### config.mk
export PLATFORM = sky130hd
export DESIGN_NAME = alu_seq
export DESIGN_NICKNAME = d
export VERILOG_FILES = /design/src/rtl/alu_seq.sv
export SDC_FILE = /design/constraint.sdc
export NUM_CORES = 1
export LEC_CHECK = 0
export BUFFER_PORTS_ARGS = -buffer_cell sky130_fd_sc_hd__buf_2
export CORE_ASPECT_RATIO = 1.5
export CORE_UTILIZATION = 23
export DETAILED_ROUTE_END_ITERATION = 6
export GPL_TIMING_DRIVEN = 0
export PLACE_DENSITY_LB_ADDON = 0.2
export SYNTH_ARGS = -nofsm -noshare
export SYNTH_HDL_FRONTEND = slang
export SYNTH_SLANG_ARGS = --single-unit
### constraint.sdc
create_clock -name clk -period 4.9 [get_ports clk]
set_clock_uncertainty 0.05 [all_clocks]
set_input_delay 0.245 -clock clk [delete_from_list [all_inputs] [get_ports clk]]
set_output_delay 0.245 -clock clk [all_outputs]
set_load 0.005 [all_outputs]
### src/rtl/alu_seq.sv
// Handshaked, registered ALU with status flags.
// MUL and DIV iterate one bit per cycle and return full-width results.
module alu_seq #(
  parameter int WIDTH = 8
) (
  input  logic             clk,
  input  logic             rst,
  input  logic             in_valid,
  output logic             in_ready,
  input  logic [WIDTH-1:0] A,
  input  logic [WIDTH-1:0] B,
  input  logic [3:0]       Sel,
  output logic             out_valid,
  input  logic             out_ready,
  output logic [WIDTH-1:0] Out,
  output logic [WIDTH-1:0] OutHi,
  output logic             Carry,
  output logic             Zero,
  output logic             Overflow
);

  localparam int CW = $clog2(WIDTH) + 1;

  typedef enum logic [1:0] {
    S_IDLE,
    S_MUL,
    S_DIV,
    S_DONE
  } state_t;

  state_t           state_q, state_d;
  logic [CW-1:0]    cnt_q, cnt_d;
  logic [WIDTH-1:0] hi_q, hi_d;
  logic [WIDTH-1:0] lo_q, lo_d;
  logic [WIDTH-1:0] opd_q, opd_d;
  logic [WIDTH-1:0] out_q, out_d;
  logic [WIDTH-1:0] outhi_q, outhi_d;
  logic             carry_q, carry_d;
  logic             zero_q, zero_d;
  logic             ovf_q, ovf_d;

  logic [WIDTH:0]   sum, dif;
  logic [WIDTH-1:0] sc_out, sc_hi;
  logic             sc_c, sc_v;

  always_comb begin
    sum    = {1'b0, A} + {1'b0, B};
    dif    = {1'b0, A} - {1'b0, B};
    sc_out = '0;
    sc_hi  = '0;
    sc_c   = 1'b0;
    sc_v   = 1'b0;
    unique case (Sel)
      4'h0: begin
        sc_out = sum[WIDTH-1:0];
        sc_c   = sum[WIDTH];
        sc_v   = (A[WIDTH-1] == B[WIDTH-1]) &&
                 (sum[WIDTH-1] != A[WIDTH-1]);
      end
      4'h1: begin
        sc_out = dif[WIDTH-1:0];
        sc_c   = dif[WIDTH];
        sc_v   = (A[WIDTH-1] != B[WIDTH-1]) &&
                 (dif[WIDTH-1] != A[WIDTH-1]);
      end
      4'h2: sc_out = '0;
      // Only reached here for divide-by-zero
      4'h3: begin
        sc_out = '1;
        sc_hi  = A;
        sc_v   = 1'b1;
      end
      4'h4: begin
        sc_out = {A[WIDTH-2:0], 1'b0};
        sc_c   = A[WIDTH-1];
      end
      4'h5: begin
        sc_out = {1'b0, A[WIDTH-1:1]};
        sc_c   = A[0];
      end
      4'h6: sc_out = {A[WIDTH-2:0], A[WIDTH-1]};
      4'h7: sc_out = {A[0], A[WIDTH-1:1]};
      4'h8: sc_out = A & B;
      4'h9: sc_out = A | B;
      4'hA: sc_out = A ^ B;
      4'hB: sc_out = ~(A & B);
      4'hC: sc_out = ~(A | B);
      4'hD: sc_out = ~(A ^ B);
      4'hE: sc_out = WIDTH'(A > B);
      4'hF: sc_out = WIDTH'(A == B);
    endcase
  end

  logic [WIDTH:0]   mul_sum;
  logic [WIDTH-1:0] mul_hi, mul_lo;
  logic [WIDTH:0]   div_sh, div_df;
  logic             div_ok;
  logic [WIDTH-1:0] div_rem, div_quo;

  // MUL: hi:lo holds partial product and remaining multiplier bits.
  // DIV: hi is the remainder, lo shifts dividend out and quotient in.
  always_comb begin
    mul_sum = {1'b0, hi_q} + (lo_q[0] ? {1'b0, opd_q} : '0);
    mul_hi  = mul_sum[WIDTH:1];
    mul_lo  = {mul_sum[0], lo_q[WIDTH-1:1]};
    div_sh  = {hi_q, lo_q[WIDTH-1]};
    div_df  = div_sh - {1'b0, opd_q};
    div_ok  = !div_df[WIDTH];
    div_rem = div_ok ? div_df[WIDTH-1:0] : div_sh[WIDTH-1:0];
    div_quo = {lo_q[WIDTH-2:0], div_ok};
  end

  logic accept;
  logic last_iter;

  assign in_ready  = !rst && ((state_q == S_IDLE) ||
                     ((state_q == S_DONE) && out_ready));
  assign accept    = in_valid && in_ready;
  assign last_iter = (cnt_q == CW'(WIDTH - 1));

  always_comb begin
    state_d = state_q;
    cnt_d   = cnt_q;
    hi_d    = hi_q;
    lo_d    = lo_q;
    opd_d   = opd_q;
    out_d   = out_q;
    outhi_d = outhi_q;
    carry_d = carry_q;
    zero_d  = zero_q;
    ovf_d   = ovf_q;
    unique case (state_q)
      S_IDLE, S_DONE: begin
        if (accept) begin
          hi_d  = '0;
          cnt_d = '0;
          if (Sel == 4'h2) begin
            state_d = S_MUL;
            lo_d    = B;
            opd_d   = A;
          end else if ((Sel == 4'h3) && (B != '0)) begin
            state_d = S_DIV;
            lo_d    = A;
            opd_d   = B;
          end else begin
            state_d = S_DONE;
            out_d   = sc_out;
            outhi_d = sc_hi;
            carry_d = sc_c;
            zero_d  = (sc_out == '0);
            ovf_d   = sc_v;
          end
        end else if ((state_q == S_DONE) && out_ready) begin
          state_d = S_IDLE;
        end
      end
      S_MUL: begin
        hi_d  = mul_hi;
        lo_d  = mul_lo;
        cnt_d = cnt_q + CW'(1);
        if (last_iter) begin
          state_d = S_DONE;
          cnt_d   = '0;
          out_d   = mul_lo;
          outhi_d = mul_hi;
          carry_d = 1'b0;
          zero_d  = (mul_lo == '0);
          ovf_d   = (mul_hi != '0);
        end
      end
      S_DIV: begin
        hi_d  = div_rem;
        lo_d  = div_quo;
        cnt_d = cnt_q + CW'(1);
        if (last_iter) begin
          state_d = S_DONE;
          cnt_d   = '0;
          out_d   = div_quo;
          outhi_d = div_rem;
          carry_d = 1'b0;
          zero_d  = (div_quo == '0);
          ovf_d   = 1'b0;
        end
      end
    endcase
  end

  always_ff @(posedge clk or posedge rst) begin
    if (rst) begin
      state_q <= S_IDLE;
      cnt_q   <= '0;
      hi_q    <= '0;
      lo_q    <= '0;
      opd_q   <= '0;
      out_q   <= '0;
      outhi_q <= '0;
      carry_q <= 1'b0;
      zero_q  <= 1'b0;
      ovf_q   <= 1'b0;
    end else begin
      state_q <= state_d;
      cnt_q   <= cnt_d;
      hi_q    <= hi_d;
      lo_q    <= lo_d;
      opd_q   <= opd_d;
      out_q   <= out_d;
      outhi_q <= outhi_d;
      carry_q <= carry_d;
      zero_q  <= zero_d;
      ovf_q   <= ovf_d;
    end
  end

  assign out_valid = (state_q == S_DONE);
  assign Out       = out_q;
  assign OutHi     = outhi_q;
  assign Carry     = carry_q;
  assign Zero      = zero_q;
  assign Overflow  = ovf_q;

endmodule

==> run_results.csv, run 1 <==
group,metric,value,unit
synthesis,synth_fa_ha_area_share,12.5,%
clocking,post_cts_buffers,0,
die,initial_core_util,23.5,%
detailed_routing,wl_met2,11.0,mm
layout,drive_gt1_share,13.6,%
global_routing,grt_max_degree,39,
timing,maxSlewViolCount,0,
detailed_routing,wl,19.4,mm
timing,holdWs,0.218,ns
critical_path,r2r-end,"OutHi[3]",
layout,finalNetCount,780,
die,die_y,185,µm
synthesis,synth_simple_gate_area_share,23.7,%
clocking,cts-buffers-inserted,5,
critical_path,path_cells,"inv_1, ha_1, inv_1, fa_1, a21oi_1, o211ai_1, o41ai_1, xnor2_1, buf_2, mux2i_1, nor2_1, a21oi_1, a31oi_1",
critical_path,worstPathRequired,5.00,ns
synthesis,yosys_most_used_dff,"dfrtp_1",
hold_path,hold_path_depth,3,
timing,tns,0,ns
layout,fillers,2474,
timing,layout_min_cycle_time,3.52,ns
timing,maxSlewHeadroom,28.8,%
synthesis,syn_area,5130,µm²
synthesis,synth.top_cell.area_share,23.9,%
global_routing,first_global_vias,5220,
hold_path,holdPathEnd,"opd_q[4]",
die,die_area,22900,µm²
layout,insertedDiodeCount,0,
detailed_routing,met1_length,7.17,mm
layout,final_common_cell,"nand2_1",
timing,rsz0062_at_grt,"no",
layout,finalCoreUtilization,27.0,%
placement,gp_congestion,0.869,
power,leakage,2.57,nW
global_routing,grt_overflow_total,0,
global_routing,grt_pass1_wl,29.8,mm
synthesis,synth.avg_cell_area,7.84,µm²
detailed_routing,wl_per_cell,19.8,µm
layout,syn_to_final_growth,14.7,%
layout,final_cell_mix,"nand2_1 (82), nor2_1 (79), buf_2 (51)",
synthesis,synth_fp_nets,728,
clocking,clockBufferDepth,2,
die,die_w,124,µm
detailed_routing,firstDrtPassIters,5,
critical_path,crit_buf_inv,3,
synthesis,synth_warnings,0,
detailed_routing,maxUsedRoutingLayer,"met4",
clocking,cts.clk_slew.worst_paths,0.08,ns
detailed_routing,vias_per_cell,5.15,
critical_path,ff2ff_setup_slack,1.38,ns
synthesis,async_flop_share,100,%
critical_path,worstPathMaxFanout,10,
clocking,clk_latency,0.30,ns
critical_path,critPathTopFamily,"compound AO/OA/AOI/OAI gates",
detailed_routing,ant_nets,0,
critical_path,crit_type,"register to register",
job,drv_cap,0,
detailed_routing,drc,0,
timing,fin_crit_sh,71.9,%
placement,post-dp-hpwl,15.7,mm
synthesis,synth-xor-area-share,3.78,%
global_routing,grt.total_usage,17.5,%
detailed_routing,drtIter0Drc,203,
critical_path,r2r_start,"lo_q[7]",
placement,numPortBuffers,43,
timing,final_hold_viol_count,0,
timing,max_freq,284,MHz
synthesis,synth_edf_count,0,
critical_path,reg2reg_depth,13,
clocking,cts_tree,"yes",
synthesis,synthCells,655,
timing,tightest_slew,1.06,ns
synthesis,synth.area.top_cells,"dfrtp_1 (24%), ha_1 (11%), nand2_1 (6.0%)",
clocking,h-tree-depth,2,
critical_path,worstSetupStartpointType,"register",
critical_path,crit_slowest_cell,"dfrtp_1",
synthesis,synth_top_family_by_area,"compound AO/OA/AOI/OAI gates",
global_routing,antenna_found_initial,0,
detailed_routing,met3_length,326,µm
clocking,cts_sinks,49,
timing,setup_viol,0,
die,core_area,21800,µm²
detailed_routing,route.vias.total,5045,
critical_path,cp-end-kind,"register",
run_status,status,"finished, final reports clean",
critical_path,max_stage_delay,0.42,ns
power,power_density,521,nW/µm²
critical_path,critPathArrivalTime,3.63,ns
synthesis,synth_compound_area_share,26.7,%
synthesis,synth_mux_area_share,2.22,%
synthesis,yosysTopAreaCell,"dfrtp_1",
hold_path,hold_path.class,"input port to register",
synthesis,ys_types,81,
synthesis,synth_seq_cells,49,
clocking,cts_root_buffer,"clkbuf_16",
synthesis,seq_area_frac_synth,23.9,%
hold_path,min_from,"B[4]",
die,top_level_ports,45,
power,ir_drop,294,µV
die,rows,66,
## flip-flops by register name (all words and copies together), names as in the netlist
signal,cells
OutHi,8
Out,8
hi_q,8
lo_q,8
opd_q,8
cnt_q,4
state_q,2
Carry,1
Overflow,1
Zero,1
## through the flow
stage | instances | instance area [µm²] | power [mW] | worst slack, ns
finish | 980 | 5890 | 3.07 | 1.38
global route | 980 | 5890 | 3.32 | 1.09
CTS | 980 | 5890 | 3.11 | 1.34
detailed placement | 971 | 5710 | 2.68 | 1.35
global placement | 970 | 5690 | 2.67 | 1.33
floorplan | 655 | 5130 | 2.04 | 2.09
## synthesized netlist by cell type (13+ instances only)
| library cell | number |
|---|---|
| inv_1 | 35 |
| clkbuf_1 | 14 |
| xnor2_1 | 13 |
| nand3_1 | 19 |
| dfrtp_1 | 49 |
| nand2_1 | 82 |
| ha_1 | 45 |
| a21oi_1 | 42 |
| a31oi_1 | 24 |
| nor2_1 | 79 |
| o21ai_0 | 30 |
## power by group
group | switching (mW) | internal (mW)
logic | 1.16 | 0.755
registers | 0.146 | 0.596
clock network | 0.171 | 0.242
total | 1.48 | 1.59
## final cells by class
class / instances / area, µm² / area share, %
multi-input combinational: 532 / 3540 / 60.1
sequential: 49 / 1230 / 20.8
tap: 272 / 340 / 5.78
timing repair buffer: 45 / 245 / 4.16
buffer: 36 / 225 / 3.82
inverter: 38 / 143 / 2.42
clock buffer: 5 / 125 / 2.12
clock inverter: 3 / 46.3 / 0.786
## layer usage
| layer | vias to the layer above | track usage [%] |
|---|---|---|
| li1 | 2457 | - |
| met1 | 2459 | 18.1 |
| met2 | 96 | 34.7 |
| met3 | 33 | 0.800 |
| met4 | 0 | 8.86 |
| met5 | - | 0 |
## how the worst max path moves through the flow
stage          startpoint       end  slack, ns  cells after the start
5_1_grt           lo_q[7]  OutHi[3]       1.09                     13
3_5_place_dp      lo_q[7]  OutHi[3]       1.35                     13
2_1_floorplan     lo_q[7]   hi_q[6]       2.09                     12
3_3_place_gp      lo_q[7]  OutHi[3]       1.33                     13
4_1_cts           lo_q[7]  OutHi[3]       1.34                     13
6_report          lo_q[7]  OutHi[3]       1.38                     13
## timing repair
item,CTS,global route
hold buffers,1,0
endpoints found under the hold margin,11,0
setup endpoints to repair,0,0
resized for setup,0,0
## logic make-up (layout without fill, tap and decap cells)
logic type / after synthesis / in the layout
fa+ha+maj: 49 / 49
mux: 11 / 11
xor+xnor: 20 / 20
flops: 49 / 49
simple gates: 257 / 257
buf+inv: 74 / 127
compound gates: 195 / 195
## tightest hold or removal path, stage by stage
cell	delay [ns]
buf_2	0.15
nand2_1	0.07
a31oi_1	0.07
(Power assumes the default switching activity.)
==> run 2: changes to the inputs <==
==> constraint.sdc (replaced) <==
create_clock -name clk -period 3.63 [get_ports clk]
set_clock_uncertainty 0.05 [all_clocks]
set_input_delay 0.1815 -clock clk [delete_from_list [all_inputs] [get_ports clk]]
set_output_delay 0.1815 -clock clk [all_outputs]
set_load 0.005 [all_outputs]
==> run 2 against run 1 <==
  * Sequential cell count stayed put
  * Final area grew 0.30%
  * Worst hold slack got worse by 0.066 ns
  * Register-to-register slack got worse by 1.0 ns
  * Largest cell class unchanged
  * Worst setup slack worse by 1.0 ns
  * Critical path depth did not move
  * Power increased by 36%
  * Count of clock-buffer cells in the layout unchanged
  * Critical path type unchanged
  * Non-clock buffer count is the same
  * Core utilization increased by 0.080 points
  * First-iteration DRC count grew 6.9%
  * Sequential share of layout area shrank 0.062 points
==> run_results.csv, run 2 (synthesized netlist as in run 1, its figures left out) <==
group,metric,value,unit
timing,setup_ws,0.330,ns
die,die_w,124,µm
detailed_routing,vias_per_cell,5.14,
layout,fin_cells,980,
clocking,cts_tree,"yes",
layout,final_cell_mix,"nand2_1 (82), nor2_1 (79), buf_2 (50)",
layout,design_area,5910,µm²
die,core_area,21800,µm²
layout,multi_input_area,3550,µm²
placement,dpl.cell_count,971,
placement,gp_congestion,0.869,
detailed_routing,route.vias.total,5035,
clocking,clockBufferDepth,2,
layout,syn_to_final_growth,15.1,%
die,top_level_ports,45,
timing,max_freq,303,MHz
layout,finalNetCount,780,
timing,maxSlewHeadroom,28.2,%
die,die_area,22900,µm²
detailed_routing,wl_per_cell,19.9,µm
timing,setup_viol,0,
timing,final_hold_viol_count,0,
die,initial_core_util,23.5,%
global_routing,grt_overflow_total,0,
timing,maxSlewViolCount,0,
layout,fillers,2472,
detailed_routing,ant_nets,0,
timing,layout_min_cycle_time,3.30,ns
clocking,h-tree-depth,2,
hold_path,hold_path.class,"input port to register",
critical_path,worstPathRequired,3.74,ns
global_routing,grt.total_usage,17.5,%
die,die_y,185,µm
placement,post-dp-hpwl,15.7,mm
layout,finalCoreUtilization,27.1,%
timing,holdWs,0.151,ns
detailed_routing,wl,19.5,mm
clocking,cts_sinks,49,
detailed_routing,drc,0,
layout,final_common_cell,"nand2_1",
global_routing,grt_max_degree,39,
detailed_routing,firstDrtPassIters,5,
layout,seq_area,1230,µm²
clocking,cts.clk_slew.worst_paths,0.08,ns
critical_path,crit_type,"register to register",
timing,tns,0,ns
run_status,status,"finished, final reports clean",
critical_path,worstSetupStartpointType,"register",
timing,tightest_slew,1.07,ns
power,power_density,707,nW/µm²
layout,drive_gt1_share,13.8,%
power,leakage,2.58,nW
global_routing,first_global_vias,5220,
detailed_routing,drtIter0Drc,217,
clocking,post_cts_buffers,0,
layout,insertedDiodeCount,0,
placement,pre_cts_ws,0.0815,ns
timing,fin_crit_sh,90.9,%
power,ir_drop,397,µV
placement,numPortBuffers,43,
job,drv_cap,0,
die,rows,66,
timing,rsz0062_at_grt,"no",
global_routing,grt_pass1_wl,29.8,mm
clocking,cts_root_buffer,"clkbuf_16",
power,power.total,4.18,mW
clocking,clk_latency,0.31,ns
critical_path,cp-end-kind,"register",
critical_path,critPathArrivalTime,3.41,ns
clocking,cts-buffers-inserted,5,
global_routing,antenna_found_initial,0,
critical_path,worstPathMaxFanout,10,
placement,postPlaceCellArea,5710,µm²
-- run 2: cell type report --
| cell class | count | share of cell area, % |
|---|---|---|
| multi-input cells | 532 | 60.2 |
| flip-flops and latches | 49 | 20.8 |
| well taps | 272 | 5.76 |
| repair buffers | 45 | 4.15 |
| plain buffers | 36 | 3.86 |
| inverters | 38 | 2.41 |
| clock buffers | 5 | 2.12 |
| clock inverters | 3 | 0.784 |
-- run 2: what timing repair did --
item / 4_1_cts / 5_1_grt
endpoints found under the hold margin: 11 / 0
endpoints found under the setup margin: 0 / 9
resized for setup: 0 / 4
hold buffers: 1 / 0
-- run 2: worst paths after layout --
check	start	end	slack [ns]	cells after the start
setup / recovery	lo_q[7]	OutHi[3]	0.33	13
hold / removal	B[4]	opd_q[4]	0.15	3
setup reg to reg	lo_q[7]	OutHi[3]	0.33	13
hold reg to reg	cnt_q[3]	cnt_q[3]	0.42	1
max in group asynchronous	rst	Out[6]	2.67	4
min in group asynchronous	rst	cnt_q[3]	0.34	3
-- run 2: metal layers --
| layer | track usage, % | vias up | part of all wire, % |
|---|---|---|---|
| met4 | 8.86 | 0 | 4.8 |
| met3 | 0.800 | 37 | 1.9 |
| li1 | - | 2460 | - |
| met1 | 18.1 | 2438 | 37 |
| met5 | 0 | - | 0 |
| met2 | 34.7 | 100 | 56 |
-- run 2: worst max-delay path: stages (launching register included) --
cell,delay [ns]
dfrtp_1,0.42
inv_1,0.10
ha_1,0.22
inv_1,0.07
fa_1,0.41
a21oi_1,0.22
o211ai_1,0.18
o41ai_2,0.31
xnor2_2,0.23
buf_4,0.28
mux2i_1,0.20
nor2_1,0.06
a21oi_1,0.25
a31oi_1,0.13
-- run 2: power by group --
group | total, mW | switching (mW) | internal (mW) | leakage, nW
sequential | 1.00 | 0.198 | 0.804 | 0.611
combinational | 2.61 | 1.57 | 1.04 | 1.89
clock | 0.561 | 0.234 | 0.327 | 0.0800
